===== src/rtl/reg_pkg.sv =====
// Operation encodings for the universal register, shared with any controller
// that drives its mode input.
package reg_pkg;

    typedef enum logic [2:0] {
        MODE_HOLD = 3'b000,
        MODE_LOAD = 3'b001,
        MODE_SHL  = 3'b010,
        MODE_SHR  = 3'b011,
        MODE_ROL  = 3'b100,
        MODE_ROR  = 3'b101,
        MODE_INC  = 3'b110,
        MODE_DEC  = 3'b111
    } mode_e;

endpackage


===== src/rtl/univ_register.sv =====
// N-bit universal register: hold, load, shift, rotate, increment and decrement,
// with a registered carry/shift-out bit and a combinational zero flag.
module univ_register
    import reg_pkg::*;
#(
    parameter int N = 8
) (
    input  logic         clk,
    input  logic         clr,
    input  logic [2:0]   mode,
    input  logic [N-1:0] d,
    input  logic         sin_r,
    input  logic         sin_l,
    output logic [N-1:0] q,
    output logic         co,
    output logic         zero
);

    localparam logic [N:0] ONE = {{N{1'b0}}, 1'b1};

    logic [N-1:0] q_nxt;
    logic         co_nxt;
    logic [N:0]   sum;
    logic [N:0]   diff;

    // Arithmetic is done one bit wider so bit N carries the wrap (INC) or
    // the borrow (DEC) directly.
    assign sum  = {1'b0, q} + ONE;
    assign diff = {1'b0, q} - ONE;

    always_comb begin
        q_nxt  = q;
        co_nxt = co;
        case (mode)
            MODE_HOLD: begin
                q_nxt  = q;
                co_nxt = co;
            end
            MODE_LOAD: begin
                q_nxt  = d;
                co_nxt = 1'b0;
            end
            MODE_SHL: begin
                q_nxt  = {q[N-2:0], sin_r};
                co_nxt = q[N-1];
            end
            MODE_SHR: begin
                q_nxt  = {sin_l, q[N-1:1]};
                co_nxt = q[0];
            end
            MODE_ROL: begin
                q_nxt  = {q[N-2:0], q[N-1]};
                co_nxt = q[N-1];
            end
            MODE_ROR: begin
                q_nxt  = {q[0], q[N-1:1]};
                co_nxt = q[0];
            end
            MODE_INC: begin
                q_nxt  = sum[N-1:0];
                co_nxt = sum[N];
            end
            MODE_DEC: begin
                q_nxt  = diff[N-1:0];
                co_nxt = diff[N];
            end
            default: begin
                q_nxt  = q;
                co_nxt = co;
            end
        endcase
    end

    always_ff @(posedge clk) begin
        if (clr) begin
            q  <= '0;
            co <= 1'b0;
        end else begin
            q  <= q_nxt;
            co <= co_nxt;
        end
    end

    assign zero = (q == '0);

endmodule

===== config.mk =====
export PLATFORM = sky130hd
export DESIGN_NAME = univ_register
export DESIGN_NICKNAME = d
export VERILOG_FILES = /design/src/rtl/reg_pkg.sv /design/src/rtl/univ_register.sv
export SDC_FILE = /design/constraint.sdc
export NUM_CORES = 1
export LEC_CHECK = 0
export CAP_MARGIN = 20
export CORE_MARGIN = 4
export CORE_UTILIZATION = 46
export CTS_BUF_LIST = sky130_fd_sc_hd__clkbuf_4 sky130_fd_sc_hd__clkbuf_8
export DETAILED_ROUTE_END_ITERATION = 8
export HOLD_SLACK_MARGIN = 0.02
export PLACE_DENSITY = 0.85
export RECOVER_POWER = 50
export SKIP_LAST_GASP = 1
export SYNTH_ARGS = -nofsm -noshare
export SYNTH_HDL_FRONTEND = slang
export SYNTH_SLANG_ARGS = --single-unit

===== constraint.sdc =====
create_clock -name clk -period 1.5 [get_ports clk]
set_input_delay 0.3 -clock clk [delete_from_list [all_inputs] [get_ports clk]]
set_output_delay 0.3 -clock clk [all_outputs]
set_load 0.05 [all_outputs]

==> metrics.yaml, run 1 <==
routing:
  vias_per_cell: 6.56
  route.detailed.drc: 1
  drt-total-wl_um: 3990
  first_pass_iters: 9
  drtAntennaViolNets: 0
  wl_per_cell_um: 19.5
  vias: 1344
  drt_iter0_drc: 99
power_and_ir_drop:
  power.density_nw_per_um2: 749
  power.total_uw: 1280
  leakage_uw: 0.000706
  vdd_drop_max_v: 0.000630
sta:
  finClkSkew_ns: 0.000898
  hold_violations: 0
  max_freq_mhz: 534
  rsz0062_at_grt: "yes"
  tightest_slew_ns: 0.500
  drv_slew: 0
  finalCritPeriodShare_pct: 125
  slew_headroom_pct: 66.6
  setup_tns_ns: -1.40
  layout_setup_ws_ns: -0.374
  setup_viol: 8
  period_needed_ns: 1.87
clock_tree:
  cts_sinks: 9
  ctsHoldBuffers: 0
  cts_buffers: 3
  cts_tree: "built"
  root_buffer: "clkbuf_4"
  clock_latency_ns: 0.27
  cts.clk_slew.worst_paths_ns: 0.07
  htreeDepth: 1
  clockBufferDepth: 2
place:
  port_buffers: 24
  place.gp.congestion: 0.916
  place_inst: 196
  hpwl_um: 2450
  dp_slack_ns: -0.526
global_route:
  overflow: 0
  grt_pass1_wl_um: 6080
  grt_start_max_net_pins: 20
  antenna_found_initial: 0
  grt_pass1_vias: 1273
  grt.total_usage_pct: 24.7
synthesis:
  syn_inst: 128
  synth_area_um2: 1040
  ys_seq_area_share_pct: 17.3
  synth_warnings: 0
  synth_nets: 145
  avgSynthCellArea_um2: 8.14
  synth.distinct_cells: 44
  synth-seq-cells: 9
die:
  start_util_pct: 50.5
  fp.dieH_um: 55.6
  core_um2: 2060
  die-area_um2: 3090
  rows: 16
  fp.dieW_um: 55.6
  io_pins: 25
final_layout:
  antennaDiodeCount: 0
  nFillCells: 109
  fin_util_pct: 82.8
  drive_gt1_share_pct: 43.8
  syn2layout_area_growth_pct: 63.9
  stdcell_count: 205
  final_nets: 196
  multiInputGateArea_um2: 796
  regArea_um2: 203
critical_path:
  end_kind: "output port"
  worstPathArrival_ns: 1.57
  cp.required_ns: 1.20
  critical-path-max-stage-delay_ns: 0.56
  crit_family: "simple AND/OR/NAND/NOR gates"
  path_class: "flip-flop to output port"
  critPathMaxFanout: 2
  path_cells: "or4_4 -> nor4_4 -> buf_12"
  worst-path-buf-inv: 1
  slowest_stage: "or4_4"
  startpoint_type: "flip-flop"
min_path:
  hp-class: "flip-flop to flip-flop"
run:
  drv_cap: 0
outcome:
  violations: "DRC, setup timing"
  status: "complete, but fails checks"
through the flow:
step                      instance area, um2  hold slack, ns
after floorplan                         1120           0.454
after global placement                  1570           0.562
after detailed placement                1570           0.563
after CTS                               1680           0.573
after global routing                    1710           0.587
final                                   1710           0.548
where the power goes:
group          switching [uW]  leakage, uW  internal (uW)
Sequential               25.5    0.0000781            261
Clock                     101    0.0000184            121
Combinational             390     0.000609            379
Total                     517     0.000706            762
metal layers:
layer  track usage, %  part of all wire, %
met1             28.1                   35
met2             41.7                   48
met3             3.71                  9.8
met4             17.0                  7.0
met5                0                    0
cell type report:
class | instances | share of cell area [%]
Multi-Input combinational cell | 101 | 46.6
Timing Repair Buffer | 60 | 36.6
Sequential cell | 9 | 11.9
Tap cell | 27 | 1.98
Clock buffer | 4 | 1.76
Inverter | 4 | 1.17
final timing paths:
| check | start | cells past startpoint | slack [ns] | end |
|---|---|---|---|---|
| hold / removal | co | 2 | 0.55 | co |
| setup / recovery | q[2] | 3 | -0.37 | zero |
| setup reg to reg | q[5] | 6 | -0.24 | q[7] |
| hold reg to reg | co | 2 | 0.55 | co |
logic make-up (layout without fill, tap and decap cells):
kind of cell,Yosys count,count (layout),share of synthesized area (%)
muxes,6,6,7.32
xor gates and xnor gates,10,10,8.40
adders and majority gates,2,2,2.40
DFF,9,9,17.3
AOI/OAI and AO/OA,36,36,23.3
and+or+nand+nor,47,47,25.7
buffers and inverters,18,68,15.6
state kept, by name, indices dropped and copies added (netlist names):
name,count
q,8
co,1
cells in the final DEF, fill, tap and decap left out, types with 4 or more instances in the layout:
| master | count |
|---|---|
| a31oi_1 | 4 |
| nand2_1 | 10 |
| mux2i_1 | 4 |
| a21oi_1 | 11 |
| dfxtp_4 | 6 |
| buf_6 | 5 |
| clkbuf_4 | 4 |
| buf_12 | 10 |
| clkdlybuf4s50_1 | 11 |
| o21ai_0 | 4 |
| nand3_1 | 4 |
| xor2_1 | 5 |
| nor2_1 | 8 |
| buf_4 | 28 |
timing repair:
| item | CTS | global route |
|---|---|---|
| setup buffers | 4 | 2 |
| gates cloned | 0 | 0 |
| endpoints found under the setup margin | 10 | 10 |
| pin swaps | 11 | 8 |
| resized for setup | 14 | 10 |
Yosys cell counts:
cell type | number | area [um2]
nand3b_1 | 1 | 7.51
nor4_4 | 1 | 21.3
clkbuf_1 | 1 | 3.75
or4_4 | 1 | 11.3
nor4bb_1 | 1 | 10.0
o211ai_1 | 1 | 7.51
a311oi_1 | 3 | 26.3
or4b_1 | 1 | 10.0
or4_1 | 1 | 7.51
nor2b_1 | 2 | 12.5
or3_1 | 3 | 18.8
nor3_1 | 3 | 15.0
o21ba_2 | 1 | 10.0
nor2_1 | 10 | 37.5
nand3_1 | 4 | 20.0
inv_1 | 4 | 15.0
nand4_1 | 2 | 12.5
dfxtp_1 | 9 | 180
a21oi_1 | 11 | 55.1
mux4_1 | 1 | 26.3
a31oi_1 | 4 | 25.0
ha_1 | 2 | 25.0
a22o_1 | 3 | 26.3
buf_6 | 3 | 33.8
or2_2 | 1 | 6.26
a221oi_1 | 1 | 8.76
a211oi_1 | 1 | 7.51
clkbuf_8 | 6 | 82.6
xor2_1 | 6 | 52.6
and2_2 | 1 | 7.51
nor4_1 | 1 | 6.26
o221a_2 | 1 | 11.3
and4_2 | 1 | 10.0
buf_4 | 3 | 22.5
nand2_1 | 11 | 41.3
mux2i_1 | 5 | 50.1
clkbuf_2 | 1 | 5.00
xnor2_1 | 4 | 35.0
o21ai_0 | 5 | 25.0
a31o_2 | 1 | 8.76
o31ai_1 | 1 | 7.51
nand2b_1 | 2 | 12.5
a41oi_1 | 1 | 8.76
a22oi_1 | 2 | 15.0
worst min-delay path, stage by stage (launching register included):
cell and delay [ns]:
dfxtp_1 0.31, nand3b_1 0.09, a41oi_2 0.10
(Power assumes the default switching activity.)
==> run 2: changes to the inputs <==
--- a/config.mk
+++ b/config.mk
@@ -5,7 +5,6 @@
 export SDC_FILE = /design/constraint.sdc
 export NUM_CORES = 1
 export LEC_CHECK = 0
-export CAP_MARGIN = 20
 export CORE_MARGIN = 4
 export CORE_UTILIZATION = 46
 export CTS_BUF_LIST = sky130_fd_sc_hd__clkbuf_4 sky130_fd_sc_hd__clkbuf_8
==> results of run 2 <==
No change in the layout: final DEF, timing and power equal those of run 1.
==> run 3: changes to the inputs <==
--- a/config.mk
+++ b/config.mk
@@ -5,9 +5,11 @@
 export SDC_FILE = /design/constraint.sdc
 export NUM_CORES = 1
 export LEC_CHECK = 0
+export ABC_AREA = 1
 export CORE_MARGIN = 4
-export CORE_UTILIZATION = 46
+export CORE_UTILIZATION = 47
 export CTS_BUF_LIST = sky130_fd_sc_hd__clkbuf_4 sky130_fd_sc_hd__clkbuf_8
+export CTS_CLUSTER_DIAMETER = 40
 export DETAILED_ROUTE_END_ITERATION = 8
 export HOLD_SLACK_MARGIN = 0.02
 export PLACE_DENSITY = 0.85
==> run 3 against run 2 <==
  * The run ends with setup timing left
  * Largest power group unchanged
  * Synthesized cell count is 41% higher
  * Non-clock buffer count decreased by 15
  * Global-route usage fell by 2.4 points
  * Clock power is 6% lower
  * Clock-buffer cell count did not move
  * First-iteration DRC count is 28% lower
  * Worst setup slack better by 0.34 ns
  * Via count increased by 7.0%
  * Cell count grew 23%
  * Cell area shrank 0.37%
  * Critical path depth increased by 1
  * Critical endpoint unchanged
==> metrics.yaml, run 3 <==
outcome:
  status: "complete, but fails checks"
  violations: "setup timing"
global_route:
  grt_start_max_net_pins: 11
  grt.total_usage_pct: 22.2
  overflow: 0
  antenna_found_initial: 0
  grt_pass1_vias: 1225
  grt_pass1_wl_um: 5720
die:
  io_pins: 25
  start_util_pct: 49.7
  rows: 17
  fp.dieH_um: 56.4
  core_um2: 2210
  die-area_um2: 3180
  fp.dieW_um: 56.4
sta:
  tightest_slew_ns: 0.507
  setup_viol: 1
  drv_slew: 0
  max_freq_mhz: 652
  finClkSkew_ns: 0.00274
  layout_setup_ws_ns: -0.0340
  rsz0062_at_grt: "yes"
  finalCritPeriodShare_pct: 102
  fin_hold_ws_ns: 0.495
  period_needed_ns: 1.53
  hold_violations: 0
  slew_headroom_pct: 66.2
synthesis:
  synth_common_cells: "45 x nand2_1, 25 x nor2_1, 23 x nand3_1"
  post-synth-top-count-cell: "nand2_1"
  avgSynthCellArea_um2: 6.08
  ys.flop_type: "dfxtp_1"
  yosys-top-cells-area: "dfxtp_1 16%, nand2_1 15%, nand3_1 10%, nor2_1 8.5%, o21ai_0 6.4%"
  async_flop_share_pct: 0
  ys_seq_area_share_pct: 16.4
  syn_inst: 181
  synth-seq-cells: 9
  yosysTopAreaCell: "dfxtp_1"
  synth_top_area_share_pct: 16.4
  synth_warnings: 0
  synth_enable_flop_cells: 0
  synth_area_um2: 1100
  synth.distinct_cells: 29
  synth_nets: 198
power_and_ir_drop:
  netSwitchingPower_uw: 498
  power.density_nw_per_um2: 692
  swShare_pct: 42.3
  vdd_drop_max_v: 0.000939
  seqPwrFrac_pct: 26.4
  power.total_uw: 1180
  comb_power_share_pct: 55.8
  leakage_uw: 0.000768
  power.internal_uw: 679
  clkPwrFrac_pct: 17.8
clock_tree:
  clockBufferDepth: 2
  cts_tree: "built"
  clock_latency_ns: 0.27
  cts_buffers: 3
  cts.clk_slew.worst_paths_ns: 0.06
  cts_sinks: 9
  htreeDepth: 1
  root_buffer: "clkbuf_4"
critical_path:
  startpoint_type: "flip-flop"
  path_class: "flip-flop to output port"
  cp.required_ns: 1.20
  critPathMaxFanout: 4
  end_kind: "output port"
  worstPathArrival_ns: 1.23
place:
  port_buffers: 24
  placed_cell_area_um2: 1550
  place.gp.congestion: 0.967
  place_inst: 241
  hpwl_um: 2680
routing:
  first_pass_iters: 4
  route.detailed.drc: 0
  drt_iter0_drc: 71
  vias: 1438
  drtAntennaViolNets: 0
  wl_per_cell_um: 14.3
  drt-total-wl_um: 3610
  vias_per_cell: 5.71
final_layout:
  largest_reg_flops: 8
  layout_commonest_cell: "nand2_1"
  fin_util_pct: 76.9
  largest_registers: "q: 8 flops, co: 1 flops"
  syn2layout_area_growth_pct: 54.7
  final_nets: 242
  fin_area_um2: 1700
  most-common-layout-cells: "42 x nand2_1, 24 x nor2_1, 22 x nand3_1, 18 x buf_4, 12 x inv_1"
  antennaDiodeCount: 0
  stdcell_count: 252
  regMostFlops: "q"
  drive_gt1_share_pct: 32.6
min_path:
  hp-class: "flip-flop to flip-flop"
run:
  drv_cap: 0
[run 3: final cells by class]
| type | count | area (um2) |
|---|---|---|
| Multi-Input combinational cell | 145 | 826 |
| Clock buffer | 4 | 30.0 |
| Inverter | 21 | 91.3 |
| Fill cell | 158 | 510 |
| Timing Repair Buffer | 45 | 519 |
| Tap cell | 28 | 35.0 |
| Sequential cell | 9 | 200 |
[run 3: critical path, stage by stage, from the launching register on]
cell and delay (ns):
dfxtp_4 0.36, nor2_4 0.16, nand2_4 0.07, nor3_4 0.21, buf_12 0.16
[run 3: metrics by stage]
step                TNS [ns]  setup WS, ns
floorplan            -0.0517       -0.0517
global placement       -2.00        -0.261
detailed placement     -2.57        -0.335
CTS                  -0.0811       -0.0639
global route          -0.106       -0.0766
finish               -0.0340       -0.0340
[run 3: final timing paths]
check	slack, ns	endpoint	start	cells past startpoint
hold reg to reg	0.49	co	co	2
setup / recovery	-0.03	zero	q[4]	4
hold / removal	0.49	co	co	2
setup reg to reg	0.06	q[2]	q[1]	7
[run 3: routing by layer]
layer,track usage [%],wire (um),vias up,share of wire (%)
met1,28.4,1430,650,40
met3,4.60,321,12,8.9
met4,6.78,71,0,2.0
li1,-,-,690,-
met2,37.2,1790,86,50
met5,0,0,-,0
[run 3: logic make-up (layout without fill, tap and decap cells)]
group	Yosys count	count (layout)	share of synthesized area, %
AO/OA/AOI/OAI	29	29	15.6
adder cells (fa/ha/maj)	2	2	2.27
buffers and inverters	27	70	14.2
flip-flops	9	9	16.4
AND/OR/NAND/NOR	114	114	51.5
[run 3: timing repair]
action / 4_1_cts / 5_1_grt
hold buffers: 0 / 0
pin swaps: 7 / 9
resized for setup: 7 / 16
setup buffers: 3 / 4
endpoints found under the setup margin: 9 / 7
[run 3: power by group through the flow]
stage | clock network [uW] | registers (uW) | logic (uW)
floorplan | 0 | 375 | 282
global placement | 0 | 318 | 564
detailed placement | 0 | 320 | 576
CTS | 212 | 314 | 609
global route | 231 | 314 | 698
finish | 210 | 311 | 656
==> variant, RTL diff (flow settings as in run 2) <==
Register the input `mode` before use. The logic sees it one clock later. The other inputs are not delayed to match.
--- a/src/rtl/univ_register.sv
+++ b/src/rtl/univ_register.sv
@@ -18,6 +18,12 @@
 
     localparam logic [N:0] ONE = {{N{1'b0}}, 1'b1};
 
+    logic [2:0] mode_q;
+
+    always_ff @(posedge clk) begin
+        mode_q <= mode;
+    end
+
     logic [N-1:0] q_nxt;
     logic         co_nxt;
     logic [N:0]   sum;
@@ -31,7 +37,7 @@
     always_comb begin
         q_nxt  = q;
         co_nxt = co;
-        case (mode)
+        case (mode_q)
             MODE_HOLD: begin
                 q_nxt  = q;
                 co_nxt = co;
Function: changed (Yosys sat finds a counterexample within 4 cycles, from zero or initial values).
==> variant against run 2 <==
The flow finishes with violations (negative setup slack); setup slack improved by 0.14 ns; synthesized area rose by 6.4%; first-iteration DRC count increased by 48%; cell area is 6.9% higher; synthesized cell count rose by 7.8%; final cell count grew 3.9%; sequential share of layout area is 2.9 points higher; power grew 10%; sequential cell count rose by 3; routed wire length grew 11%; largest power group unchanged; highest routed layer unchanged.
==> variant: results <==
export IMPL_critPathArrivalTime_ns=1.44
export IMPL_wl_per_cell_um=20.82
export IMPL_path_clk_slew_ns=0.09
export IMPL_yosys_area_share_adder_pct=2.257
export IMPL_p_int_uw=847.5
export IMPL_layout_drive_gt1_share_pct=44.86
export IMPL_antenna_cells=0
export IMPL_grt_util_all_layers_pct=26.00
export IMPL_synth_nets=155
export IMPL_violations="negative setup slack"
export IMPL_drt_pass1_iter_count=5
export IMPL_worstHoldStart="mode[0]"
export IMPL_ctsRootBufferMaster="clkbuf_4"
export IMPL_htree_levels=1
export IMPL_portBuffers=24
export IMPL_vias_per_cell=6.526
export IMPL_hp_class="input pin to flop"
export IMPL_synthTopCellsByCount="nand2_1, dfxtp_1, a21oi_1, mux2i_1"
export IMPL_power_leakage_uw=0.0007384
export IMPL_worstPathMaxFanout=3
export IMPL_ir_drop_v=0.0005927
export IMPL_ys_seq_area_share_pct=21.67
export IMPL_worst_r2r_cell_count=5
export IMPL_timing_rr_end="q[5]"
export IMPL_min_to="mode_q[0]"
export IMPL_synth_compound_area_share_pct=26.41
export IMPL_dp_hpwl_um=2575
export IMPL_clockBufferDepth=2
export IMPL_yosys_top_cells_area="dfxtp_1, mux2i_1, buf_6"
export IMPL_r2r_start="q[3]"
export IMPL_gp_congestion=0.9196
export IMPL_outcome="finished with violations"
export IMPL_r2r_setup_slack_ns=-0.19
export IMPL_grt_pass1_wl_um=6734
export IMPL_setup_viol=7
export IMPL_synth_distinct_cells=50
export IMPL_clk_latency_ns=0.30
export IMPL_setup_tns_ns=-0.6951
export IMPL_tightest_slew_ns=0.5089
export IMPL_layout_setup_ws_ns=-0.2374
export IMPL_first_iter_violations=147
export IMPL_slowest_stage="dfxtp_4"
export IMPL_holdPathStages=1
export IMPL_synthMuxAreaShare_pct=8.126
export IMPL_final_nets=203
export IMPL_grt_max_degree=18
export IMPL_synth_xor_area_share_pct=2.370
export IMPL_top_regs="q: 8 flops, mode_q: 3 flops, co: 1 flops"
export IMPL_grt_pass1_vias=1369
export IMPL_fin_worst_skew_ns=0.008006
export IMPL_slowest_delay_ns=0.37
[variant: final cells by class]
class / instances / area, um^2
Timing Repair Buffer: 56 / 605.6
Sequential cell: 12 / 269.0
Multi-Input combinational cell: 107 / 863.3
Inverter: 6 / 22.52
Fill cell: 147 / 429.2
Tap cell: 28 / 35.03
Clock buffer: 4 / 30.03
[variant: what timing repair did]
item                                   CTS  global route
setup endpoints to repair                6             9
buffers inserted                        10             4
endpoints found under the hold margin    0             0
resized for setup                        8            19
pin swaps                                9            12
[variant: metrics by stage]
| step | instance area (um^2) | setup slack [ns] | hold WS [ns] | utilization, % | cells |
|---|---|---|---|---|---|
| 2_1_floorplan | 1175 | -0.2037 | 0.3277 | - | 138 |
| 3_3_place_gp | 1577 | 0.009742 | 0.5185 | 69.92 | 195 |
| 3_5_place_dp | 1577 | -0.02571 | 0.5181 | 69.92 | 195 |
| 4_1_cts | 1723 | -0.2069 | 0.4454 | 76.42 | 209 |
| 5_1_grt | 1826 | -0.2808 | 0.5555 | 80.97 | 213 |
| 6_report | 1826 | -0.2374 | 0.5493 | 80.97 | 213 |
[variant: power by group through the flow]
| stage | sequential (uW) | combinational [uW] | clock (uW) |
|---|---|---|---|
| finish | 406 | 750 | 253 |
| global placement | 422 | 565 | 0 |
| detailed placement | 425 | 576 | 0 |
| CTS | 402 | 658 | 255 |
| global route | 408 | 787 | 259 |
| floorplan | 466 | 302 | 0 |
[variant: worst max-delay path by stage]
stage                     slack, ns  endpoint  cells after the start  start
final                         -0.24      zero                      4   q[3]
after floorplan               -0.20      zero                      4   q[3]
after global routing          -0.28      zero                      4   q[3]
after detailed placement      -0.03      q[5]                      4   q[3]
after CTS                     -0.21      zero                      4   q[2]
after global placement         0.01      q[5]                      4   q[3]
[variant: per-layer routing]
| layer | share of wire (%) | GRT usage (%) |
|---|---|---|
| met3 | 9.7 | 6.561 |
| met5 | 0 | 0 |
| met2 | 46 | 41.60 |
| met4 | 5.5 | 14.57 |
| met1 | 39 | 31.57 |
[variant: cells by family (layout without fill, tap and decap cells)]
group | after synthesis | count (layout)
mux | 9 | 9
xor+xnor | 3 | 3
buf+inv | 19 | 66
simple gates | 51 | 51
compound gates | 42 | 42
fa+ha+maj | 2 | 2
flops | 12 | 12
